--- config.mk ---
export PLATFORM = sky130hd
export DESIGN_NAME = spi_slave
export DESIGN_NICKNAME = d
export VERILOG_FILES = /design/src/rtl/spi_slave.sv
export SDC_FILE = /design/constraint.sdc
export NUM_CORES = 1
export LEC_CHECK = 0
export CORE_UTILIZATION = 54
export DETAILED_ROUTE_END_ITERATION = 6
export PLACE_DENSITY = 0.74
export SLEW_MARGIN = 20
export SYNTH_ARGS = -nofsm -noshare
export SYNTH_HDL_FRONTEND = slang
export SYNTH_SLANG_ARGS = --single-unit
--- constraint.sdc ---
create_clock -name clk -period 2.4 [get_ports clk]
set_input_delay 0.36 -clock clk [delete_from_list [all_inputs] [get_ports clk]]
set_output_delay 0.36 -clock clk [all_outputs]
set_load 0.005 [all_outputs]
--- src/rtl/spi_slave.sv ---
// SPI slave front end for a RAM: 10-bit command+payload frames in on MOSI, 8-bit read data out on MISO.
// Optional build macro SPI_SLAVE_CMD_CHECK_EN drops frames whose command bits disagree with the decoded state.
module spi_slave #(
  parameter int FRAME_WIDTH = 10,
  parameter int TX_WAIT_MAX = 15
) (
  input  logic                   clk,
  input  logic                   rst,
  input  logic                   SS_n,
  input  logic                   MOSI,
  output logic                   MISO,
  output logic [FRAME_WIDTH-1:0] rx_data,
  output logic                   rx_valid,
  input  logic [7:0]             tx_data,
  input  logic                   tx_valid,
  output logic                   frame_err
);
  localparam int CNT_W  = $clog2(FRAME_WIDTH);
  localparam int WAIT_W = $clog2(TX_WAIT_MAX + 1);
  localparam logic [CNT_W-1:0]  CNT_LAST   = CNT_W'(FRAME_WIDTH - 2);
  localparam logic [CNT_W-1:0]  SHIFT_LAST = CNT_W'(7);
  localparam logic [WAIT_W-1:0] WAIT_LAST  = WAIT_W'(TX_WAIT_MAX - 1);

  typedef enum logic [2:0] {IDLE, CHK_CMD, WRITE, READ_ADD, READ_DATA} state_t;
  // Sub-phase of the three data states: receiving, waiting for RAM, shifting MISO, holding for SS_n.
  typedef enum logic [1:0] {PH_RX, PH_WAIT, PH_SHIFT, PH_HOLD} phase_t;

  state_t                 r_state, w_state_nxt;
  phase_t                 r_phase, w_phase_nxt;
  logic [CNT_W-1:0]       r_cnt;
  logic [WAIT_W-1:0]      r_wait;
  logic [FRAME_WIDTH-2:0] r_sr;
  logic [FRAME_WIDTH-1:0] r_rx_data, w_frame;
  logic [7:0]             r_tx;
  logic                   r_rx_valid, r_miso, r_rd_seen, r_ss_q;
  logic                   w_data_st, w_last, w_cmd_ok, w_accept, w_load, w_miso_nxt;

  assign w_data_st = (r_state == WRITE) || (r_state == READ_ADD) || (r_state == READ_DATA);
  assign w_frame   = {r_sr, MOSI};
  assign w_last    = w_data_st && (r_phase == PH_RX) && (r_cnt == CNT_LAST);

`ifdef SPI_SLAVE_CMD_CHECK_EN
  logic r_ferr, w_drop;

  always_comb begin
    w_cmd_ok = 1'b1;
    if (r_state == READ_ADD)  w_cmd_ok = ~w_frame[FRAME_WIDTH-2];
    if (r_state == READ_DATA) w_cmd_ok =  w_frame[FRAME_WIDTH-2];
  end

  assign w_drop = w_last && !SS_n && !w_cmd_ok;

  always_ff @(posedge clk) begin
    if (rst)         r_ferr <= 1'b0;
    else if (w_drop) r_ferr <= 1'b1;
  end

  assign frame_err = r_ferr;
`else
  assign w_cmd_ok  = 1'b1;
  assign frame_err = 1'b0;
`endif

  always_comb begin
    w_state_nxt = r_state;
    w_phase_nxt = r_phase;
    w_accept    = 1'b0;
    w_load      = 1'b0;
    if (r_state != IDLE && SS_n) begin
      w_state_nxt = IDLE;
      w_phase_nxt = PH_RX;
    end else begin
      case (r_state)
        // r_ss_q demands a high SS_n since the last frame, so a timed-out read cannot re-trigger.
        IDLE: if (!SS_n && r_ss_q) w_state_nxt = CHK_CMD;
        CHK_CMD: begin
          if (!MOSI)          w_state_nxt = WRITE;
          else if (r_rd_seen) w_state_nxt = READ_DATA;
          else                w_state_nxt = READ_ADD;
        end
        default: begin
          case (r_phase)
            PH_RX: begin
              if (w_last) begin
                w_accept    = w_cmd_ok;
                w_phase_nxt = (w_cmd_ok && r_state == READ_DATA) ? PH_WAIT : PH_HOLD;
              end
            end
            PH_WAIT: begin
              if (tx_valid) begin
                w_load      = 1'b1;
                w_phase_nxt = PH_SHIFT;
              end else if (r_wait == WAIT_LAST) begin
                w_state_nxt = IDLE;
                w_phase_nxt = PH_RX;
              end
            end
            PH_SHIFT: begin
              if (r_cnt == SHIFT_LAST) begin
                w_state_nxt = IDLE;
                w_phase_nxt = PH_RX;
              end
            end
            default: ;
          endcase
        end
      endcase
    end
    w_miso_nxt = 1'b0;
    if (w_load)                                            w_miso_nxt = tx_data[7];
    else if (r_phase == PH_SHIFT && w_state_nxt != IDLE)   w_miso_nxt = r_tx[7];
  end

  always_ff @(posedge clk) begin
    if (rst) begin
      r_state    <= IDLE;
      r_phase    <= PH_RX;
      r_cnt      <= '0;
      r_wait     <= '0;
      r_sr       <= '0;
      r_rx_data  <= '0;
      r_rx_valid <= 1'b0;
      r_tx       <= '0;
      r_miso     <= 1'b0;
      r_rd_seen  <= 1'b0;
      r_ss_q     <= 1'b0;
    end else begin
      r_state    <= w_state_nxt;
      r_phase    <= w_phase_nxt;
      r_ss_q     <= SS_n;
      r_rx_valid <= w_accept;
      r_miso     <= w_miso_nxt;

      if (r_state == CHK_CMD) begin
        r_sr  <= {{(FRAME_WIDTH-2){1'b0}}, MOSI};
        r_cnt <= '0;
      end else if (w_data_st && r_phase == PH_RX) begin
        r_sr  <= w_frame[FRAME_WIDTH-2:0];
        r_cnt <= r_cnt + 1'b1;
      end else if (w_load) begin
        r_cnt <= '0;
      end else if (r_phase == PH_SHIFT) begin
        r_cnt <= r_cnt + 1'b1;
      end

      if (w_load)                   r_tx <= {tx_data[6:0], 1'b0};
      else if (r_phase == PH_SHIFT) r_tx <= {r_tx[6:0], 1'b0};

      if (w_accept)                 r_wait <= '0;
      else if (r_phase == PH_WAIT)  r_wait <= r_wait + 1'b1;

      if (w_accept) r_rx_data <= w_frame;

      if (w_accept && r_state == READ_ADD)       r_rd_seen <= 1'b1;
      else if (w_accept && r_state == READ_DATA) r_rd_seen <= 1'b0;
    end
  end

  assign rx_data  = r_rx_data;
  assign rx_valid = r_rx_valid;
  assign MISO     = r_miso;

endmodule

==> results of run 1 <==
[through the flow]
stage / instance area (um2) / hold WS, ps
after floorplan: 1990 / 436
after global placement: 2250 / 446
after detailed placement: 2250 / 456
after CTS: 2340 / 465
after global routing: 2340 / 495
final: 2340 / 468
[path summary, 6_finish.rpt]
check	to	slack (ps)	depth (start not counted)
max reg2reg	rx_data[4]$_SDFFE_PP0N_	390	5
max	rx_data[4]$_SDFFE_PP0N_	390	5
min reg2reg	r_sr[8]$_SDFFE_PP0P_	470	2
min	r_sr[8]$_SDFFE_PP0P_	470	2
[cells by family after synthesis]
logic type               synth area share [%]
adder cells (fa/ha/maj)                  5.03
AND/OR/NAND/NOR                          20.4
buffers and inverters                    5.15
other                                   0.188
XOR/XNOR                                 2.20
AO/OA/AOI/OAI                            14.3
multiplexers                             9.55
flip-flops                               43.2
[synthesized netlist by cell type (2+ instances only)]
| library cell | instances | area share (%) |
|---|---|---|
| nand2b_1 | 2 | 0.63 |
| nor2_1 | 33 | 6.2 |
| a2111o_1 | 2 | 1.1 |
| nand3_1 | 3 | 0.75 |
| buf_2 | 4 | 1.0 |
| mux2i_1 | 19 | 9.6 |
| nor3_1 | 5 | 1.3 |
| nand2_1 | 27 | 5.1 |
| a32oi_1 | 2 | 0.88 |
| nand3b_1 | 2 | 0.75 |
| o31ai_1 | 3 | 1.1 |
| or2_2 | 2 | 0.63 |
| ha_1 | 8 | 5.0 |
| nor2b_1 | 2 | 0.63 |
| xor2_1 | 4 | 1.8 |
| nand4_1 | 3 | 0.94 |
| clkbuf_1 | 7 | 1.3 |
| and3b_1 | 2 | 0.88 |
| o21ai_0 | 4 | 1.0 |
| dfxtp_1 | 43 | 43 |
| a21oi_1 | 13 | 3.3 |
| inv_1 | 10 | 1.9 |
| a211oi_1 | 7 | 2.6 |
[flip-flops by register name (all words and copies together) (netlist names)]
signal / flops
r_tx: 7
rx_valid: 1
r_wait: 4
r_state: 3
rx_data: 10
r_sr: 9
r_ss_q: 1
r_rd_seen: 1
r_cnt: 4
r_phase: 2
MISO: 1
[report_power, final]
group          internal (uW)  switching, uW  leakage (uW)
Combinational           32.7           37.3      0.000543
Sequential               717           5.75      0.000347
Clock                    203            236     0.0000412
[tightest hold or removal path: stages (launching register included)]
cell	delay, ps
dfxtp_1	320
nand2_1	50
a21oi_1	50
[layout make-up]
cell class              count  area, um2
clock buffers               6       72.6
clock inverters             2       12.5
fillers                   297       1100
inverters                  10       37.5
multi-input cells         161       1030
flip-flops and latches     43        861
well taps                  46       57.6
repair buffers             28        270
[routing by layer]
metal  global-route usage (%)  up-vias
li1                         -      825
met3                     5.47        6
met4                     8.72        0
met1                     29.6      794
met2                     40.5       34
met5                        0        -
==> impl_metrics.yaml, run 1 <==
placed_design:
  dp_slack_ps: 300
  dp_hpwl_um: 2940
  gp_congestion: 0.872
  numPortBuffers: 24
  place_inst: 288
clocking:
  cts_buffer_depth: 2
  numCtsBuffers: 5
  clkTransAtPathRegs_ps: 80
  postCtsSetupRepairBufs: 0
  tritoncts: "done"
  clockRootBuffer: "clkbuf_8"
  clock_latency_ps: 290
  htreeDepth: 2
  clock_sinks: 43
  cts-hold-fix-buffers: 0
  cts.repair.resized: 0
drt:
  met3WireLength_um: 215
  drt-total-wl_um: 4140
  via_count: 1659
  drc: 0
  wl_per_cell_um: 14.0
  ant_nets: 0
  dr.pass1.iters: 4
  drtIter0Drc: 103
  met2WireLength_um: 1980
  wl_met1_um: 1890
  top_layer: "met4"
  viasPerCell: 5.60
power_and_ir_drop:
  power_uw: 1230
  p_leak_uw: 0.000931
  power_density_nw_per_um2: 527
  ir_drop_v: 0.000402
finish:
  fin_nets: 270
  layout_commonest_cell: "dfxtp_1"
  stdcell_count: 296
  fin_util_pct: 67.9
  diodes: 0
  syn_to_final_growth_pct: 17.5
  layout-drive-gt1-share_pct: 6.40
  most-common-layout-cells: "dfxtp_1, nor2_1, nand2_1"
synthesis:
  avgSynthCellArea_um2: 8.77
  ys_ff_latch: 43
  yosysUniqueCellTypes: 43
  netlist_instances: 227
  yosys_warnings: 0
  syn-cell-area_um2: 1990
  async_reset_ff_share_pct: 0
  syn-num-nets: 248
  synth-seq-area-share_pct: 43.2
  synth_ff_type: "dfxtp_1"
  synth_edf_count: 0
setup_path:
  worstSetupStartpoint: "r_state[1]$_SDFF_PP0_"
  worst_path_largest_cell_delay_ps: 540
  cp-start-kind: "flip-flop"
  critPathBufInv: 1
  path_max_fanout: 12
  worstSetupEndpointType: "flip-flop"
  cpMaxStageDelayCell: "or3b_1"
  worstSetupPathType: "reg -> reg"
  worstPathArrival_ps: 2200
  path_delay_family: "simple AND/OR/NAND/NOR gates"
  r2r_start: "r_state[1]$_SDFF_PP0_"
  worstPathCellList: "or3b_1 -> a2111o_1 -> buf_4 -> mux2i_1 -> nor2_1"
  required_ps: 2590
timing:
  setup_ws_ps: 389
  finalCritPeriodShare_pct: 83.8
  finalSetupViolations: 0
  clock.fmax_mhz: 497
  tightest_slew_ps: 776
  rsz0062_at_grt: "false"
  max_slew_margin_pct: 48.2
  drv_slew: 0
  fin_skew_ps: 3.53
  setup_tns_ps: 0
  report.final.hold_viol_count: 0
  finalCriticalPeriod_ps: 2010
floorplan:
  start_util_pct: 57.8
  die_y_um: 62.7
  core_area_um2: 3440
  fp.dieW_um: 62.7
  die-area_um2: 3930
  io_pins: 26
  rows: 21
hold_path:
  hp-class: "reg -> reg"
  worstHoldStart: "r_sr[8]$_SDFFE_PP0P_"
global_route:
  grt_remaining_overflow: 0
  grt_pass1_vias: 1607
  grt_use_total_pct: 24.0
  grt_max_degree: 19
  grt_pass1_wl_um: 7300
  antenna_found_initial: 0
job:
  cap_violations: 0
run_status:
  status: "finished, final reports clean"
No activity file was read; power rests on OpenSTA's default activity.
==> inputs of run 2 (changes only) <==
--- a/config.mk
+++ b/config.mk
@@ -5,9 +5,9 @@
 export SDC_FILE = /design/constraint.sdc
 export NUM_CORES = 1
 export LEC_CHECK = 0
-export CORE_UTILIZATION = 54
+export CORE_UTILIZATION = 49
 export DETAILED_ROUTE_END_ITERATION = 6
-export PLACE_DENSITY = 0.74
+export PLACE_DENSITY = 0.71
 export SLEW_MARGIN = 20
 export SYNTH_ARGS = -nofsm -noshare
 export SYNTH_HDL_FRONTEND = slang
==> constraint.sdc (replaced) <==
create_clock -name clk -period 1.75 [get_ports clk]
set_input_delay 0.2625 -clock clk [delete_from_list [all_inputs] [get_ports clk]]
set_output_delay 0.2625 -clock clk [all_outputs]
set_load 0.005 [all_outputs]
==> run 2 against run 1 <==
Compared with the run above:
- setup slack lost 320 ps
- worst hold slack gained 0.59 ps
- register-to-register slack lost 320 ps
- critical path type unchanged
==> impl_metrics.yaml, run 2 (same netlist as run 1, synthesis figures left out) <==
run_status:
  status: "finished, final reports clean"
drt:
  wl_per_cell_um: 13.0
  via_count: 1650
  viasPerCell: 5.25
  drc: 0
  drt-total-wl_um: 4080
  ant_nets: 0
  dr.pass1.iters: 4
  drtIter0Drc: 85
timing:
  fin_skew_ps: 7.02
  finalSetupViolations: 0
  rsz0062_at_grt: "false"
  setup_tns_ps: 0
  report.final.hold_viol_count: 0
  finalCritPeriodShare_pct: 96.1
  setup_ws_ps: 67.7
  clock.fmax_mhz: 594
  finalCriticalPeriod_ps: 1680
  drv_slew: 0
floorplan:
  die-area_um2: 4320
  start_util_pct: 52.8
  fp.dieW_um: 65.7
  rows: 22
  io_pins: 26
  core_area_um2: 3770
  die_y_um: 65.7
finish:
  most-common-layout-cells: "dfxtp_1, nor2_1, nand2_1"
  syn_to_final_growth_pct: 26.2
  stdcell_count: 314
  stdcell_area_um2: 2510
  largest_reg_flops: 10
  layout-drive-gt1-share_pct: 13.9
  diodes: 0
  layout_commonest_cell: "dfxtp_1"
  fin_nets: 286
setup_path:
  cp-start-kind: "flip-flop"
  required_ps: 1990
  path_max_fanout: 11
  worstPathCellList: "or3b_4 -> a2111o_1 -> buf_12 -> nor2_1 -> o221a_2"
  cpMaxStageDelayCell: "a2111o_1"
  path_delay_family: "compound AO/OA/AOI/OAI gates"
  worstSetupEndpointType: "flip-flop"
  worst_path_largest_cell_delay_ps: 450
  worstSetupPathType: "reg -> reg"
  worstPathArrival_ps: 1920
  critPathBufInv: 1
clocking:
  cts-hold-fix-buffers: 0
  clock_latency_ps: 290
  cts_buffer_depth: 2
  clkTransAtPathRegs_ps: 80
  clockRootBuffer: "clkbuf_8"
  htreeDepth: 2
  tritoncts: "done"
  clock_sinks: 43
  numCtsBuffers: 5
global_route:
  grt_max_degree: 14
  grt_use_total_pct: 21.6
  grt_remaining_overflow: 0
  grt_pass1_vias: 1523
  grt_pass1_wl_um: 7020
  antenna_found_initial: 0
placed_design:
  placed_area_um2: 2400
  dp_hpwl_um: 3060
  numPortBuffers: 24
  place_inst: 306
  dp_slack_ps: -91.4
  gp_congestion: 0.844
power_and_ir_drop:
  p_leak_uw: 0.00103
  ir_drop_v: 0.000543
  power_density_nw_per_um2: 678
  power_uw: 1700
job:
  cap_violations: 0
hold_path:
  hp-class: "reg -> reg"
[run 2: power breakdown]
| group | internal (uW) | total, uW | switching [uW] | leakage, uW |
|---|---|---|---|---|
| clock | 279 | 606 | 327 | 0.0000412 |
| sequential | 983 | 987 | 4.28 | 0.000347 |
| combinational | 54.4 | 111 | 56.8 | 0.000640 |
[run 2: worst paths after layout]
| check | from | to | slack (ps) | depth (start not counted) |
|---|---|---|---|---|
| setup / recovery | r_state[1]$_SDFF_PP0_ | r_rd_seen$_SDFFE_PP0P_ | 70 | 5 |
| hold reg to reg | r_sr[6]$_SDFFE_PP0P_ | r_sr[7]$_SDFFE_PP0P_ | 470 | 2 |
| setup reg to reg | r_state[1]$_SDFF_PP0_ | r_rd_seen$_SDFFE_PP0P_ | 70 | 5 |
| hold / removal | r_sr[6]$_SDFFE_PP0P_ | r_sr[7]$_SDFFE_PP0P_ | 470 | 2 |
[run 2: area by class of cell]
class / count / area (um2)
fillers: 309 / 1260
multi-input cells: 161 / 1050
flip-flops and latches: 43 / 862
repair buffers: 44 / 415
clock buffers: 6 / 72.6
well taps: 48 / 60.1
inverters: 10 / 37.5
clock inverters: 2 / 12.5
[run 2: layer usage]
| metal | global-route usage [%] | share of wire, % | vias to the layer above |
|---|---|---|---|
| met3 | 4.51 | 3.2 | 4 |
| met4 | 6.52 | 0.61 | 0 |
| met5 | 0 | 0 | - |
| met1 | 30.0 | 51 | 758 |
| li1 | - | - | 860 |
| met2 | 33.2 | 45 | 28 |
[run 2: per-stage QoR]
step                      hold slack (ps)  utilization [%]
final                                 468             66.6
after global routing                  494             66.6
after CTS                             471             65.9
after detailed placement              458             63.7
after global placement                448             63.7
after floorplan                       342                -
[run 2: worst reg2reg max path, delay by kind of cell (launching register included)]
kind / cells / cell delay, ps
AO/OA/AOI/OAI: 2 / 630
buffers and inverters: 1 / 190
AND/OR/NAND/NOR: 2 / 490
flip-flops: 1 / 320
[run 2: timing repair]
action / in CTS / in global routing
buffers inserted: 0 / 0
hold endpoints to repair: 0 / 0
setup endpoints to repair: 0 / 15
gates resized for setup: 0 / 6
==> inputs of run 3 (changes only) <==
--- a/config.mk
+++ b/config.mk
@@ -5,6 +5,7 @@
 export SDC_FILE = /design/constraint.sdc
 export NUM_CORES = 1
 export LEC_CHECK = 0
+export CORE_MARGIN = 4
 export CORE_UTILIZATION = 49
 export DETAILED_ROUTE_END_ITERATION = 6
 export PLACE_DENSITY = 0.71
==> run 3 against run 2 <==
Compared with the run above:
- the run now ends with setup timing left
- die area up 19%
- utilization increased by 0.80 points
- setup slack got worse by 110 ps
- sequential share of layout area is 0.46 points lower
- fmax down 6.1%
- sequential cell count stayed put
- cell count grew 0.96%
- largest cell class unchanged
- highest routed layer unchanged
==> impl_metrics.yaml, run 3 (same netlist as run 1, synthesis figures left out) <==
clocking:
  numCtsBuffers: 5
  clockRootBuffer: "clkbuf_8"
  clock_sinks: 43
  cts_buffer_depth: 2
  clkTransAtPathRegs_ps: 80
  clock_latency_ps: 290
  tritoncts: "done"
  cts-hold-fix-buffers: 0
  htreeDepth: 2
timing:
  report.final.hold_viol_count: 0
  setup_tns_ps: -42.0
  finalCritPeriodShare_pct: 102
  drv_slew: 0
  whs_ps: 476
  fin_skew_ps: 7.26
  finalCriticalPeriod_ps: 1790
  finalSetupViolations: 1
  rsz0062_at_grt: "true"
  setup_ws_ps: -42.0
  clock.fmax_mhz: 558
finish:
  diodes: 0
  layout-drive-gt1-share_pct: 16.4
  fin_util_pct: 67.4
  largest_reg_flops: 10
  syn_to_final_growth_pct: 28.7
  fin_nets: 289
  layout_commonest_cell: "dfxtp_1"
  most-common-layout-cells: "dfxtp_1, nor2_1, nand2_1"
floorplan:
  die_y_um: 71.7
  rows: 22
  die-area_um2: 5150
  io_pins: 26
  fp.dieW_um: 71.7
  core_area_um2: 3800
  start_util_pct: 52.4
hold_path:
  hp-class: "reg -> reg"
  worstHoldStart: "r_sr[6]$_SDFFE_PP0P_"
global_route:
  grt_remaining_overflow: 0
  antenna_found_initial: 0
  grt_pass1_wl_um: 7130
  grt_max_degree: 15
  grt_use_total_pct: 17.3
  grt_pass1_vias: 1553
setup_path:
  required_ps: 1940
  path_max_fanout: 5
  cp-start-kind: "flip-flop"
  worstSetupPathType: "reg -> reg"
  r2r_start: "r_state[1]$_SDFF_PP0_"
  worstSetupStartpoint: "r_state[1]$_SDFF_PP0_"
  worstSetupEndpointType: "flip-flop"
  worstPathArrival_ps: 1980
placed_design:
  dp_hpwl_um: 3140
  dp_slack_ps: -80.7
  gp_congestion: 0.866
  numPortBuffers: 24
run_status:
  violations: "setup timing"
  status: "finished with violations"
drt:
  via_count: 1684
  drc: 0
  dr.pass1.iters: 5
  viasPerCell: 5.31
  wl_per_cell_um: 13.3
  ant_nets: 0
  drtIter0Drc: 90
  drt-total-wl_um: 4220
job:
  cap_violations: 0
power_and_ir_drop:
  power_density_nw_per_um2: 665
  ir_drop_v: 0.000459
  p_leak_uw: 0.00105
-- run 3: final cells by class --
| type | instances | area, um2 |
|---|---|---|
| clock buffer | 6 | 72.6 |
| timing repair buffer | 47 | 455 |
| inverter | 10 | 37.5 |
| sequential | 43 | 867 |
| fill | 326 | 1240 |
| multi-input combinational | 161 | 1060 |
| tap | 48 | 60.1 |
| clock inverter | 2 | 12.5 |
-- run 3: final timing paths --
check / endpoint / slack, ps / cells past startpoint
hold / removal: r_sr[7]$_SDFFE_PP0P_ / 480 / 2
setup / recovery: rx_data[9]$_SDFFE_PP0N_ / -40 / 5
setup reg to reg: rx_data[9]$_SDFFE_PP0N_ / -40 / 5
hold reg to reg: r_sr[7]$_SDFFE_PP0P_ / 480 / 2
-- run 3: timing repair --
item	CTS	global route
buffers inserted	0	1
resized for setup	0	11
setup endpoints to repair	0	14
-- run 3: critical path, stage by stage (launching register included) --
cell	delay, ps
dfxtp_1	310
or3b_4	400
a2111o_1	510
clkbuf_16	220
mux2i_1	180
nor2_1	70
-- run 3: metrics by stage --
stage / total power (uW) / std cells / area [um2]
floorplan: 1060 / 227 / 1990
finish: 1700 / 317 / 2560
CTS: 1710 / 315 / 2490
global placement: 1120 / 307 / 2410
global route: 1770 / 317 / 2560
detailed placement: 1120 / 307 / 2410
-- run 3: power by group --
part           switching [uW]  internal [uW]
registers                4.65            983
clock network             325            279
logic                    56.5           55.3
total                     386           1320
-- run 3: routing by layer --
layer / routed length, um / GRT usage [%]
met1: 2020 / 23.2
met2: 1960 / 27.1
met3: 197 / 3.65
met4: 36 / 6.47
met5: 0 / 0
